===== config.mk =====
export PLATFORM = sky130hd
export DESIGN_NAME = protocol_encoder
export DESIGN_NICKNAME = d
export VERILOG_FILES = /design/src/rtl/protocol_encoder.sv
export SDC_FILE = /design/constraint.sdc
export NUM_CORES = 1
export LEC_CHECK = 0
export CORE_ASPECT_RATIO = 1.2
export CORE_UTILIZATION = 45
export CTS_BUF_LIST = sky130_fd_sc_hd__clkbuf_8
export DETAILED_ROUTE_END_ITERATION = 12
export PLACE_DENSITY = 0.72
export SLEW_MARGIN = 20
export SYNTH_ARGS = -nofsm -noshare
export SYNTH_HDL_FRONTEND = slang
export SYNTH_SLANG_ARGS = --single-unit

===== constraint.sdc =====
create_clock -name clk -period 3.2 [get_ports clk]
set_clock_uncertainty 0.05 [all_clocks]
set_input_delay 0.96 -clock clk [delete_from_list [all_inputs] [get_ports clk]]
set_output_delay 0.96 -clock clk [all_outputs]
set_load 0.03 [all_outputs]

===== src/rtl/protocol_encoder.sv =====
// protocol_encoder: host-side UART command initiator.
// Serialises NOP/WR/RD/LOAD and collects the single RD response byte.
module protocol_encoder #(
  parameter int ADDR_WIDTH  = 12,
  parameter int DEPTH       = 4096,
  parameter int RSP_TIMEOUT = 1000000
) (
  input  logic                  clk,
  input  logic                  rst_n,
  input  logic                  cmd_valid_i,
  output logic                  cmd_ready_o,
  input  logic [1:0]            cmd_type_i,
  input  logic [7:0]            cmd_addr_i,
  input  logic [7:0]            cmd_data_i,
  output logic                  tx_wr_o,
  output logic [7:0]            tx_data_o,
  input  logic                  tx_done_i,
  input  logic                  rx_done_i,
  input  logic [7:0]            rx_data_i,
  output logic [ADDR_WIDTH-1:0] wave_rd_addr_o,
  input  logic [7:0]            wave_rd_data_i,
  output logic                  rsp_valid_o,
  output logic [7:0]            rsp_data_o,
  output logic                  rsp_timeout_o,
  output logic                  busy_o
);

  localparam int TW = $clog2(RSP_TIMEOUT);
  localparam logic [ADDR_WIDTH-1:0] LAST_IDX =
    ADDR_WIDTH'(DEPTH - 1);
  localparam logic [TW-1:0] LAST_CNT =
    TW'(RSP_TIMEOUT - 1);

  localparam logic [1:0] OP_NOP  = 2'd0;
  localparam logic [1:0] OP_WR   = 2'd1;
  localparam logic [1:0] OP_RD   = 2'd2;
  localparam logic [1:0] OP_LOAD = 2'd3;

  typedef enum logic [2:0] {
    IDLE,
    TX_BYTE,
    TX_WAIT,
    FETCH,
    LOAD_BYTE,
    RSP_WAIT
  } state_t;

  state_t                  state_q, state_d;
  logic [1:0]              type_q, type_d;
  logic [7:0]              addr_q, addr_d;
  logic [7:0]              data_q, data_d;
  logic [1:0]              idx_q, idx_d;
  logic [ADDR_WIDTH-1:0]   pay_q, pay_d;
  logic [TW-1:0]           cnt_q, cnt_d;
  logic [7:0]              tx_data_q, tx_data_d;
  logic [7:0]              rsp_data_q, rsp_data_d;
  logic                    rsp_valid_q, rsp_valid_d;
  logic                    rsp_tmo_q, rsp_tmo_d;
  logic [1:0]              last_idx;

  // NOP is a single byte; WR and RD are three
  assign last_idx = (type_q == OP_NOP) ? 2'd0 : 2'd2;

  always_ff @(posedge clk or negedge rst_n) begin
    if (!rst_n) begin
      state_q     <= IDLE;
      type_q      <= '0;
      addr_q      <= '0;
      data_q      <= '0;
      idx_q       <= '0;
      pay_q       <= '0;
      cnt_q       <= '0;
      tx_data_q   <= '0;
      rsp_data_q  <= '0;
      rsp_valid_q <= 1'b0;
      rsp_tmo_q   <= 1'b0;
    end else begin
      state_q     <= state_d;
      type_q      <= type_d;
      addr_q      <= addr_d;
      data_q      <= data_d;
      idx_q       <= idx_d;
      pay_q       <= pay_d;
      cnt_q       <= cnt_d;
      tx_data_q   <= tx_data_d;
      rsp_data_q  <= rsp_data_d;
      rsp_valid_q <= rsp_valid_d;
      rsp_tmo_q   <= rsp_tmo_d;
    end
  end

  always_comb begin
    state_d     = state_q;
    type_d      = type_q;
    addr_d      = addr_q;
    data_d      = data_q;
    idx_d       = idx_q;
    pay_d       = pay_q;
    cnt_d       = cnt_q;
    tx_data_d   = tx_data_q;
    rsp_data_d  = rsp_data_q;
    rsp_valid_d = 1'b0;
    rsp_tmo_d   = 1'b0;
    unique case (state_q)
      IDLE: begin
        pay_d = '0;
        if (cmd_valid_i) begin
          type_d    = cmd_type_i;
          addr_d    = cmd_addr_i;
          data_d    = cmd_data_i;
          tx_data_d = {6'b0, cmd_type_i};
          idx_d     = 2'd0;
          state_d   = TX_BYTE;
        end
      end
      TX_BYTE: state_d = TX_WAIT;
      TX_WAIT: begin
        if (tx_done_i) begin
          if (type_q == OP_LOAD) begin
            if (idx_q == 2'd0) begin
              idx_d   = 2'd1;
              state_d = FETCH;
            end else if (pay_q == LAST_IDX) begin
              pay_d   = '0;
              state_d = IDLE;
            end else begin
              pay_d   = pay_q + 1'b1;
              state_d = FETCH;
            end
          end else if (idx_q != last_idx) begin
            idx_d   = idx_q + 2'd1;
            state_d = LOAD_BYTE;
          end else if (type_q == OP_RD) begin
            cnt_d   = '0;
            state_d = RSP_WAIT;
          end else begin
            state_d = IDLE;
          end
        end
      end
      // ROM address presented here; data returns next cycle
      FETCH: state_d = LOAD_BYTE;
      LOAD_BYTE: begin
        state_d = TX_BYTE;
        if (type_q == OP_LOAD) begin
          tx_data_d = wave_rd_data_i;
        end else if (idx_q == 2'd1) begin
          tx_data_d = addr_q;
        end else if (type_q == OP_WR) begin
          tx_data_d = data_q;
        end else begin
          tx_data_d = 8'h00;
        end
      end
      RSP_WAIT: begin
        if (rx_done_i) begin
          rsp_data_d  = rx_data_i;
          rsp_valid_d = 1'b1;
          state_d     = IDLE;
        end else if (cnt_q == LAST_CNT) begin
          rsp_tmo_d = 1'b1;
          state_d   = IDLE;
        end else begin
          cnt_d = cnt_q + 1'b1;
        end
      end
      default: state_d = IDLE;
    endcase
  end

  assign cmd_ready_o    = (state_q == IDLE);
  assign busy_o         = (state_q != IDLE);
  assign tx_wr_o        = (state_q == TX_BYTE);
  assign tx_data_o      = tx_data_q;
  assign wave_rd_addr_o = pay_q;
  assign rsp_valid_o    = rsp_valid_q;
  assign rsp_data_o     = rsp_data_q;
  assign rsp_timeout_o  = rsp_tmo_q;

endmodule


== After elaboration in Yosys (flattened, before gate mapping) ==
Cells that the tools add are included.
W data, S select, Z words.

* Input port bits: 39
* Bits in latches: 0
* Memories: 0
* Logic and storage cells: 91
* Bits in writable memories: 0
* Flip-flop bits (word level): 73
* Output and inout bits: 33
* ROM bits: 0

* Order comparisons: 0
* Mux-type cells: 39
* $mul: 0
* Add/subtract/negate cells: 3
* Eq/ne operators: 24
* Divide/modulo/power cells: 0
* Reduce and logical (&&, ||, !) cells: 14
* Bitwise operators: 0
* Shifts and indexed selects: 0

{| class="wikitable"
|+ Operators with widths
! kind !! number
|-
| $mux W20 || 6
|-
| $mux W12 || 4
|-
| $pmux W20 S2 || 1
|-
| $mux W8 || 4
|-
| $pmux W12 S2 || 1
|-
| $mux W3 || 7
|-
| $add A20 B1 Y20 const B || 1
|-
| $eq A20 B20 Y1 const B || 1
|-
| $ne A2 B2 Y1 const B || 9
|-
| $pmux W3 S6 || 1
|-
| $mux W2 || 8
|-
| $pmux W8 S2 || 1
|-
| $add A12 B1 Y12 const B || 1
|-
| $eq A12 B12 Y1 const B || 1
|-
| $ne A3 B3 Y1 const B || 3
|-
| $reduce_and A7 Y1 || 1
|-
| $eq A3 B2 Y1 const B || 2
|-
| $eq A3 B3 Y1 const B || 2
|-
| $reduce_and A2 Y1 || 3
|-
| $reduce_bool A2 Y1 || 3
|-
| $mux W1 || 5
|-
| $reduce_and A5 Y1 || 1
|-
| $eq A2 B1 Y1 const B || 2
|-
| $eq A2 B2 Y1 const B || 2
|-
| other kinds (9) || 10
|}

== Logic depth before layout (Yosys ltp) ==
Gate-level depths: netlist of the first run.

* Depth in word-level cells: 7
* Depth in mapped cells: 8
* Gate-level depth less buffers: 7

== Least setup slack after synthesis of the first run ==
Ideal clock, no wire load.

* Kind: reg-to-output
* From: register state_q[2]
* To: output port busy_o
* Data required time: 2190 ps
* Stages on the path, launching flop included: 5
* Data arrival time: 1734 ps
* Slack: 456 ps
* Buffers on the path: 1
* Path through: dfrtp_1 -> clkbuf_1 -> or2_2 -> nor2_1 -> inv_1

* Word-level cells in the longest chain between the ends: 1

{| class="wikitable"
|+ RTL lines
! what !! line !! RTL
|-
| from (decl) || 48 || <nowiki>state_t state_q, state_d;</nowiki>
|-
| from (signal assigned) || 78 || <nowiki>state_q <= state_d;</nowiki>
|-
| $reduce_bool A3 Y1 || 172 || <nowiki>assign busy_o = (state_q != IDLE);</nowiki>
|-
| to (decl) || 25 || <nowiki>output logic busy_o</nowiki>
|}

Every way passes these cells.

== Final worst setup path of the first run ==
* From: register state_q[1]
* To: output port tx_wr_o

* Word-level cells in the longest chain between the ends: 1

{| class="wikitable"
|+ RTL lines
! what !! line !! RTL
|-
| $eq A3 B1 Y1 || 173 || <nowiki>assign tx_wr_o = (state_q == TX_BYTE);</nowiki>
|-
| to (decl) || 15 || <nowiki>output logic tx_wr_o,</nowiki>
|}

Every way passes these cells.

==> metrics.log, run 1 <==
[metrics] status: complete, but fails checks
[metrics] violated checks: design-rule violations
[metrics] Maximum Capacitance Violations: 0
[metrics] horizontal die dimension: 84.1 µm
[metrics] sort of element at the end of the critical path: primary output
[metrics] number of hold-slack violations in the final timing report: 0
[metrics] Clock Tree Root: sky130_fd_sc_hd__clkbuf_8
[metrics] Overall Power: 3.68 mW
[metrics] Synthesized Nets: 406
[metrics] leakage power figure: 1.96 nW
[metrics] CTS Sinks: 73
[metrics] largest delay contributor family on the critical path: buffers and inverters
[metrics] hold_sp: rsp_data_o[6]
[metrics] total cell area at the placement stage: 4500 µm²
[metrics] post-layout minimum cycle time: 2.97 ns
[metrics] critical path data required time: 2.19 ns
[metrics] series of cell instances along the critical path: inv_1 > nand2_1 > nor2_1 > clkdlybuf4s50_1
[metrics] Congestion Overflow GR: 0
[metrics] final routed DRC violation total: 2
[metrics] number of filler instances in the final layout: 655
[metrics] overall track demand over capacity in global routing: 0.204
[metrics] launching element type of the critical path: flop
[metrics] average vias per placed instance: 5.88
[metrics] total of warnings raised by yosys: 0
[metrics] number of enable flip-flop cells after synthesis: 0
[metrics] fraction of power consumed by the clock network: 0.217
[metrics] timing-limited maximum frequency: 336 MHz
[metrics] hold crit path type: flop to flop
[metrics] cells on worst reg2reg path: 6
[metrics] final critical-path share of the clock period: 0.929
[metrics] proportion of register bits with asynchronous set or reset after synthesis: 1.00
[metrics] Worst R2R Start: cnt_q[1]
[metrics] Site Rows: 35
[metrics] logic gate share of total power: 0.397
[metrics] combined flip-flop and latch cell area: 1830 µm²
[metrics] Synth cell types: 51
[metrics] core region area: 7750 µm²
[metrics] TritonCTS clock tree: built
[metrics] Worst Tran Pin Value: 0.851 ns
[metrics] Finish-stage setup viols: 0
[metrics] post-detail-place hpwl: 5840 µm
[metrics] CP Data Arrival Time: 1.96 ns
[metrics] cell with the largest stage delay on the worst path: sky130_fd_sc_hd__clkdlybuf4s50_1
[metrics] total power divided by cell area: 780 nW/µm²
[metrics] RSZ-0062 raised after global routing: no
[metrics] worst setup path class: flop to primary output
[metrics] overall die height: 101 µm
[metrics] # port buffers: 71
[metrics] Worst slew margin: 0.428
[metrics] clock latency reported for the late side of the worst-skew pair: 0.34 ns
[metrics] multi-input gate area in the final layout: 1710 µm²
[metrics] GP Congestion: 0.823
[metrics] instance count of the mapped netlist: 363
[metrics] P&R area growth vs syn: 29.4%
[metrics] Starting Density: 0.470
[metrics] final number of max-transition violations: 0
[metrics] antenna violations before repair: 0
[metrics] global-route wire length before repair: 13900 µm
[metrics] power spent charging and discharging nets: 1.37 mW
[metrics] vias after detailed routing: 3145
[metrics] largest net degree at the start of global routing: 49
[metrics] area of the die: 8460 µm²
[metrics] total of flip-flops plus latches after synthesis: 73
[metrics] number of cells traversed by the worst hold path: 1
[metrics] Num CTS Buffers: 9
[metrics] synthesized cell area: 3640 µm²
[metrics] nets@finish: 482
[metrics] CP max FO: 11
[metrics] clock tree buffer depth: 2
[metrics] final-layout setup total negative slack: 0 ns
[metrics] detail-routed net length per standard cell: 15.4 µm
[metrics] average cell area after synthesis: 10.0 µm²
[metrics] boundary pin count: 72
[metrics] internal reg-to-reg setup slack: 0.73 ns
[metrics] number of detailed-routing iterations run before antenna repair: 8
[metrics] number of setup buffers added after CTS: 0
[metrics] total wire length after detailed routing: 8210 µm
[metrics] drt first-iter violations: 160
[metrics] count of nets left with antenna violations after detail routing: 0
[metrics] fraction of power consumed by sequential logic: 0.386
[metrics] Finished Cell Area: 4710 µm²
[metrics] crit path buf inv count: 2
[metrics] endpoint of the worst-slack reg-to-reg timing path: cnt_q[18]
[metrics] share of final-layout standard cells stronger than drive strength 1: 0.138
[metrics] fraction of power spent switching nets: 0.373
[metrics] count of inserted antenna diode cells: 0
[metrics] register clock-pin slew on the reported worst setup and hold paths: 0.08 ns
[metrics] via count of the first global-routing pass: 3109
[metrics] portion of the post-synthesis area used by sequential elements: 0.502
[metrics] top_reg_cell synth: sky130_fd_sc_hd__dfrtp_1
[metrics] post-cts sizing count: 0
[metrics] maximum vdd ir drop: 0.543 mV
[metrics] hold-fix buffers at CTS: 0
[metrics] Internal Dissipation: 2.31 mW
[metrics] number of levels the H-tree was split into: 3
[metrics] end of the worst hold path: rsp_data_o[6]
[metrics] crit-path max cell delay: 0.68 ns
## final cells by class
cell class | instances | area share
clock buffer | 9 | 0.0263
clock inverter | 6 | 0.0196
inverter | 9 | 0.00717
multi-input combinational | 262 | 0.362
sequential | 73 | 0.387
tap | 92 | 0.0244
timing repair buffer | 84 | 0.173
## power by group through the flow
stage          Clock [mW]  Combinational (mW)  Sequential, mW
6_report            0.800                1.46            1.42
2_1_floorplan           0               0.833            1.52
5_1_grt             0.853                1.59            1.46
3_5_place_dp            0                1.47            1.44
4_1_cts             0.814                1.47            1.42
3_3_place_gp            0                1.44            1.43
## stage by stage
stage	setup WS (ns)	util	cells	hold slack, ns
6_report	0.226	0.608	535	0.458
5_1_grt	0.0800	0.608	535	0.474
4_1_cts	0.190	0.608	535	0.459
3_5_place_dp	0.420	0.580	520	0.443
3_3_place_gp	0.454	0.580	520	0.435
2_1_floorplan	0.456	-	363	0.387
## routing by layer
| metal | vias to the layer above | GRT usage | routed length [µm] |
|---|---|---|---|
| met1 | 1546 | 0.250 | 3730 |
| met5 | - | 0 | 0 |
| li1 | 1508 | - | - |
| met2 | 81 | 0.349 | 4030 |
| met4 | 0 | 0.0862 | 109 |
| met3 | 10 | 0.0442 | 337 |
## registers in the layout, summed over array words and instances (netlist names)
signal          count
rsp_valid_o         1
wave_rd_addr_o     12
type_q              2
rsp_data_o          8
tx_data_o           8
cnt_q              20
data_q              8
state_q             3
idx_q               2
rsp_timeout_o       1
addr_q              8
## cells in the mapped netlist (5+ instances only)
master                     number  area (µm²)
sky130_fd_sc_hd__mux2_2        24         270
sky130_fd_sc_hd__nand3_1       20         100
sky130_fd_sc_hd__o21ai_0       32         160
sky130_fd_sc_hd__nand4_1       11        68.8
sky130_fd_sc_hd__a22o_1         7        61.3
sky130_fd_sc_hd__o31ai_1       10        75.1
sky130_fd_sc_hd__a21oi_1       11        55.1
sky130_fd_sc_hd__inv_1          9        33.8
sky130_fd_sc_hd__nor2_1        27         101
sky130_fd_sc_hd__clkbuf_1      14        52.6
sky130_fd_sc_hd__or4_1          6        45.0
sky130_fd_sc_hd__a22oi_1        6        45.0
sky130_fd_sc_hd__nand2_1       33         124
sky130_fd_sc_hd__a31oi_1        7        43.8
sky130_fd_sc_hd__xnor2_1        5        43.8
sky130_fd_sc_hd__or3_1          6        37.5
sky130_fd_sc_hd__dfrtp_1       73        1830
## worst max-delay path by stage
stage,from,to,slack [ns],cells past startpoint
floorplan,state_q[2],busy_o,0.46,4
global placement,tx_done_i,cnt_q[7],0.45,7
detailed placement,tx_done_i,cnt_q[7],0.42,7
CTS,state_q[1],tx_wr_o,0.19,4
global route,state_q[1],tx_wr_o,0.08,4
finish,state_q[1],tx_wr_o,0.23,4
## kinds of logic (layout without fill, tap and decap cells)
family,after synthesis,after routing,synth area share
AND/OR/NAND/NOR,133,133,0.192
AO/OA/AOI/OAI,92,92,0.167
flip-flops,73,73,0.502
buffers and inverters,28,108,0.0299
multiplexers,24,24,0.0742
XOR/XNOR,9,9,0.0216
adder cells (fa/ha/maj),4,4,0.0137
## placed cells by master, fill, tap and decap left out, types with 11 or more instances in the layout
master	synthesis	routed
sky130_fd_sc_hd__nand4_1	11	11
sky130_fd_sc_hd__dfrtp_1	73	73
sky130_fd_sc_hd__nand2_1	33	33
sky130_fd_sc_hd__nand3_1	20	20
sky130_fd_sc_hd__o21ai_0	32	32
sky130_fd_sc_hd__a21oi_1	11	11
sky130_fd_sc_hd__buf_4	0	12
sky130_fd_sc_hd__clkdlybuf4s50_1	0	70
sky130_fd_sc_hd__mux2_2	24	24
sky130_fd_sc_hd__nor2_1	27	27
No activity file was read; power rests on OpenSTA's default activity.
==> run 2, diff against run 1 <==
--- a/config.mk
+++ b/config.mk
@@ -5,11 +5,14 @@
 export SDC_FILE = /design/constraint.sdc
 export NUM_CORES = 1
 export LEC_CHECK = 0
+export CELL_PAD_IN_SITES_DETAIL_PLACEMENT = 0
+export CELL_PAD_IN_SITES_GLOBAL_PLACEMENT = 1
 export CORE_ASPECT_RATIO = 1.2
-export CORE_UTILIZATION = 45
+export CORE_UTILIZATION = 41
 export CTS_BUF_LIST = sky130_fd_sc_hd__clkbuf_8
+export CTS_CLUSTER_SIZE = 25
 export DETAILED_ROUTE_END_ITERATION = 12
-export PLACE_DENSITY = 0.72
+export PLACE_DENSITY = 0.83
 export SLEW_MARGIN = 20
 export SYNTH_ARGS = -nofsm -noshare
 export SYNTH_HDL_FRONTEND = slang
==> metrics.log, run 2 (synthesis gave the netlist of run 1 again) <==
[metrics] most frequent cells in the layout: sky130_fd_sc_hd__dfrtp_1, sky130_fd_sc_hd__clkdlybuf4s50_1, sky130_fd_sc_hd__nand2_1
[metrics] total power divided by cell area: 752 nW/µm²
[metrics] Site Rows: 37
[metrics] average vias per placed instance: 5.47
[metrics] final number of max-transition violations: 0
[metrics] worst slack at placement: 0.138 ns
[metrics] end of the worst hold path: cnt_q[19]
[metrics] Worst R2R Start: cnt_q[0]
[metrics] fraction of power spent switching nets: 0.392
[metrics] clock latency reported for the late side of the worst-skew pair: 0.35 ns
[metrics] largest delay contributor family on the critical path: buffers and inverters
[metrics] fraction of power consumed by sequential logic: 0.401
[metrics] Worst Tran Pin Value: 0.928 ns
[metrics] Placed Cells incl. Taps: 545
[metrics] hold_sp: cnt_q[19]
[metrics] crit path buf inv count: 1
[metrics] final worst setup slack: 0.220 ns
[metrics] RSZ-0062 raised after global routing: no
[metrics] number of detailed-routing iterations run before antenna repair: 4
[metrics] number of levels the H-tree was split into: 3
[metrics] share of final-layout standard cells stronger than drive strength 1: 0.140
[metrics] number of setup buffers added after CTS: 0
[metrics] leakage power figure: 1.94 nW
[metrics] Cell Count, Final, Fillers Out: 561
[metrics] max FFs per register: 20
[metrics] power spent charging and discharging nets: 1.38 mW
[metrics] final critical-path share of the clock period: 0.931
[metrics] worst setup path class: flop to primary output
[metrics] launching element type of the critical path: flop
[metrics] Hold Slack: 0.430 ns
[metrics] Overall Power: 3.53 mW
[metrics] Num CTS Buffers: 9
[metrics] endpoint of the worst-slack reg-to-reg timing path: cnt_q[18]
[metrics] global-route wire length before repair: 14600 µm
[metrics] P&R area growth vs syn: 28.8%
[metrics] number of hold-slack violations in the final timing report: 0
[metrics] internal reg-to-reg setup slack: 0.72 ns
[metrics] post-layout minimum cycle time: 2.98 ns
[metrics] post-cts sizing count: 0
[metrics] CTS Sinks: 73
[metrics] Maximum Capacitance Violations: 0
[metrics] largest net degree at the start of global routing: 74
[metrics] antenna violations before repair: 0
[metrics] via count of the first global-routing pass: 3079
[metrics] Finished Cell Area: 4690 µm²
[metrics] critical path data required time: 2.19 ns
[metrics] Finish-stage setup viols: 0
[metrics] overall die height: 105 µm
[metrics] register clock-pin slew on the reported worst setup and hold paths: 0.08 ns
[metrics] core region area: 8610 µm²
[metrics] Internal Dissipation: 2.14 mW
[metrics] detail-routed net length per standard cell: 15.0 µm
[metrics] series of cell instances along the critical path: or2_2 > nor2_1 > clkdlybuf4s50_1
[metrics] register with the most flip-flops: cnt_q
[metrics] sort of element at the end of the critical path: primary output
[metrics] count of nets left with antenna violations after detail routing: 0
[metrics] GP Congestion: 0.789
[metrics] Starting Density: 0.423
[metrics] cells on worst reg2reg path: 6
[metrics] CP max FO: 3
[metrics] count of inserted antenna diode cells: 0
[metrics] Clock Tree Root: sky130_fd_sc_hd__clkbuf_8
[metrics] timing-limited maximum frequency: 336 MHz
[metrics] total cell area at the placement stage: 4520 µm²
[metrics] area of the die: 9270 µm²
[metrics] Congestion Overflow GR: 0
[metrics] CP Data Arrival Time: 1.97 ns
[metrics] final routed DRC violation total: 0
[metrics] maximum vdd ir drop: 0.542 mV
[metrics] final-layout setup total negative slack: 0 ns
[metrics] status: finished clean
[metrics] vias after detailed routing: 3070
[metrics] fin util: 0.545
[metrics] nets@finish: 482
[metrics] most common library cell in the layout ignoring fill and taps: sky130_fd_sc_hd__dfrtp_1
[metrics] TritonCTS clock tree: built
[metrics] number of cells traversed by the worst hold path: 1
[metrics] boundary pin count: 72
[metrics] total wire length after detailed routing: 8430 µm
[metrics] # port buffers: 71
[metrics] drt first-iter violations: 116
[metrics] logic gate share of total power: 0.417
[metrics] crit-path max cell delay: 0.72 ns
[metrics] cell with the largest stage delay on the worst path: sky130_fd_sc_hd__clkdlybuf4s50_1
[metrics] hold crit path type: flop to flop
[metrics] horizontal die dimension: 88.0 µm
[metrics] overall track demand over capacity in global routing: 0.204
[metrics] hold-fix buffers at CTS: 0
[metrics] Worst slew margin: 0.381
[metrics] fraction of power consumed by the clock network: 0.182
[metrics] post-detail-place hpwl: 5950 µm
[metrics] clock tree buffer depth: 2
[run 2: changes by cell type in the layout (fill, tap and decap cells not counted)]
cell                        before  now
sky130_fd_sc_hd__buf_2           1    0
sky130_fd_sc_hd__clkinv_2        0    3
sky130_fd_sc_hd__clkinv_4        1    2
sky130_fd_sc_hd__buf_4          12   14
sky130_fd_sc_hd__inv_6           1    0
sky130_fd_sc_hd__buf_12          1    0
sky130_fd_sc_hd__bufinv_16       2    0
sky130_fd_sc_hd__o21ai_0        32   31
sky130_fd_sc_hd__o21ai_1         1    2
[run 2: final cells by class]
| class | instances | area (µm²) |
|---|---|---|
| Tap cell | 117 | 146 |
| Sequential cell | 73 | 1830 |
| Clock buffer | 9 | 124 |
| Fill cell | 827 | 3920 |
| Multi-Input combinational cell | 262 | 1710 |
| Inverter | 9 | 33.8 |
| Timing Repair Buffer | 84 | 806 |
| Clock inverter | 7 | 47.5 |
[run 2: routing by layer]
metal	up-vias	wire, µm	GRT usage
met5	-	0	0
met4	0	119	0.0657
met2	70	4320	0.334
met3	10	295	0.0572
li1	1496	-	-
met1	1494	3690	0.258
[run 2: worst max path at each step]
stage | to | cells past startpoint | startpoint
6_report | cmd_ready_o | 3 | state_q[2]
5_1_grt | cmd_ready_o | 3 | state_q[2]
4_1_cts | cmd_ready_o | 3 | state_q[2]
3_5_place_dp | wave_rd_addr_o[10] | 6 | tx_done_i
3_3_place_gp | wave_rd_addr_o[10] | 6 | tx_done_i
2_1_floorplan | busy_o | 4 | state_q[2]
[run 2: power groups by stage]
| stage | Clock [mW] | Combinational [mW] | Sequential, mW |
|---|---|---|---|
| 2_1_floorplan | 0 | 0.833 | 1.52 |
| 3_3_place_gp | 0 | 1.45 | 1.42 |
| 3_5_place_dp | 0 | 1.47 | 1.43 |
| 4_1_cts | 0.659 | 1.48 | 1.41 |
| 5_1_grt | 0.707 | 1.61 | 1.46 |
| 6_report | 0.643 | 1.47 | 1.41 |
==> run 3, diff against run 2 <==
==> constraint.sdc (replaced) <==
create_clock -name clk -period 3.3 [get_ports clk]
set_clock_uncertainty 0.05 [all_clocks]
set_input_delay 0.99 -clock clk [delete_from_list [all_inputs] [get_ports clk]]
set_output_delay 0.99 -clock clk [all_outputs]
set_load 0.03 [all_outputs]
==> metrics.log, run 3 (synthesis gave the netlist of run 1 again) <==
[metrics] # port buffers: 71
[metrics] RSZ-0062 raised after global routing: no
[metrics] number of levels the H-tree was split into: 3
[metrics] average vias per placed instance: 5.51
[metrics] hold crit path type: flop to flop
[metrics] Cell Count, Final, Fillers Out: 557
[metrics] Clock Tree Root: sky130_fd_sc_hd__clkbuf_8
[metrics] total power divided by cell area: 739 nW/µm²
[metrics] count of nets left with antenna violations after detail routing: 0
[metrics] clock tree buffer depth: 2
[metrics] overall track demand over capacity in global routing: 0.199
[metrics] Placed Cells incl. Taps: 541
[metrics] global-route wire length before repair: 14300 µm
[metrics] Congestion Overflow GR: 0
[metrics] horizontal die dimension: 88.0 µm
[metrics] number of detailed-routing iterations run before antenna repair: 6
[metrics] max FFs per register: 20
[metrics] number of filler instances in the final layout: 811
[metrics] most frequent cells in the layout: sky130_fd_sc_hd__dfrtp_1, sky130_fd_sc_hd__clkdlybuf4s50_1, sky130_fd_sc_hd__nand2_1
[metrics] largest net degree at the start of global routing: 74
[metrics] final-layout setup total negative slack: 0 ns
[metrics] hold-fix buffers at CTS: 0
[metrics] CTS Sinks: 73
[metrics] worst setup path class: flop to primary output
[metrics] register with the most flip-flops: cnt_q
[metrics] clock latency reported for the late side of the worst-skew pair: 0.36 ns
[metrics] TritonCTS clock tree: built
[metrics] post-detail-place hpwl: 6020 µm
[metrics] Site Rows: 37
[metrics] most common library cell in the layout ignoring fill and taps: sky130_fd_sc_hd__dfrtp_1
[metrics] timing-limited maximum frequency: 321 MHz
[metrics] count of inserted antenna diode cells: 0
[metrics] final critical-path share of the clock period: 0.945
[metrics] vias after detailed routing: 3069
[metrics] Num CTS Buffers: 9
[metrics] overall die height: 105 µm
[metrics] core region area: 8610 µm²
[metrics] detail-routed net length per standard cell: 15.1 µm
[metrics] post-cts sizing count: 0
[metrics] post-layout minimum cycle time: 3.12 ns
[metrics] status: finished clean
[metrics] launching element type of the critical path: flop
[metrics] area of the die: 9270 µm²
[metrics] crit-path max cell delay: 0.72 ns
[metrics] CP max FO: 10
[metrics] largest delay contributor family on the critical path: buffers and inverters
[metrics] number of hold-slack violations in the final timing report: 0
[metrics] series of cell instances along the critical path: or2_2 > nor2_1 > clkdlybuf4s50_1
[metrics] Worst slew margin: 0.381
[metrics] Finish-stage setup viols: 0
[metrics] via count of the first global-routing pass: 2978
[metrics] register clock-pin slew on the reported worst setup and hold paths: 0.08 ns
[metrics] nets@finish: 478
[metrics] drt first-iter violations: 99
[metrics] share of final-layout standard cells stronger than drive strength 1: 0.127
[metrics] final routed DRC violation total: 0
[metrics] GP Congestion: 0.767
[metrics] Worst Tran Pin Value: 0.929 ns
[metrics] CP Data Arrival Time: 2.08 ns
[metrics] critical path data required time: 2.26 ns
[metrics] final number of max-transition violations: 0
[metrics] total wire length after detailed routing: 8390 µm
[metrics] boundary pin count: 72
[metrics] Starting Density: 0.423
[metrics] crit path buf inv count: 1
[metrics] maximum vdd ir drop: 0.491 mV
[metrics] leakage power figure: 1.94 nW
[metrics] multi-input gate area in the final layout: 1710 µm²
[metrics] antenna violations before repair: 0
[metrics] number of setup buffers added after CTS: 0
[metrics] P&R area growth vs syn: 28.4%
[metrics] combined flip-flop and latch cell area: 1830 µm²
[metrics] internal reg-to-reg setup slack: 0.82 ns
[metrics] sort of element at the end of the critical path: primary output
[metrics] Maximum Capacitance Violations: 0
[metrics] cell with the largest stage delay on the worst path: sky130_fd_sc_hd__clkdlybuf4s50_1
[run 3: metrics by stage]
stage | area, µm² | hold slack [ns] | power, mW | worst slack [ns] | util
global placement | 4490 | 0.426 | 2.76 | 0.500 | 0.521
floorplan | 3640 | 0.387 | 2.28 | 0.526 | -
CTS | 4680 | 0.448 | 3.48 | 0.154 | 0.543
detailed placement | 4490 | 0.439 | 2.80 | 0.444 | 0.521
finish | 4680 | 0.450 | 3.46 | 0.183 | 0.543
global route | 4680 | 0.466 | 3.69 | 0.0695 | 0.543
[run 3: routing by layer]
metal | global-route usage | up-vias | part of all wire
li1 | - | 1492 | -
met1 | 0.262 | 1518 | 0.45
met2 | 0.317 | 50 | 0.51
met3 | 0.0423 | 9 | 0.026
met4 | 0.0829 | 0 | 0.015
met5 | 0 | - | 0
[run 3: cell type report]
class	instances	area share
Clock buffer	9	0.0265
Clock inverter	7	0.0136
Inverter	9	0.00722
Multi-Input combinational cell	262	0.365
Sequential cell	73	0.391
Tap cell	117	0.0313
Timing Repair Buffer	80	0.166
[run 3: path summary, 6_finish.rpt]
kind / from / endpoint / cells past startpoint
worst max-delay path: state_q[0] / cmd_ready_o / 3
worst min-delay path: tx_data_o[2] / tx_data_o[2] / 2
worst max register to register: cnt_q[0] / cnt_q[18] / 6
worst min register to register: tx_data_o[2] / tx_data_o[2] / 2
max in group asynchronous: rst_n / tx_data_o[0] / 1
min in group asynchronous: rst_n / cnt_q[15] / 1
[run 3: where the power goes]
part	leakage (nW)	switching [mW]	internal (mW)	total [mW]
registers	0.959	0.233	1.15	1.38
clock network	0.102	0.346	0.342	0.688
logic	0.881	0.742	0.645	1.39
[run 3: worst register-to-register path: cells and delay by family (launching register included)]
family                     cells  cell delay (ns)
and+or+nand+nor                4             1.59
DFF                            1             0.40
adders and majority gates      1             0.23
AOI/OAI and AO/OA              1             0.14
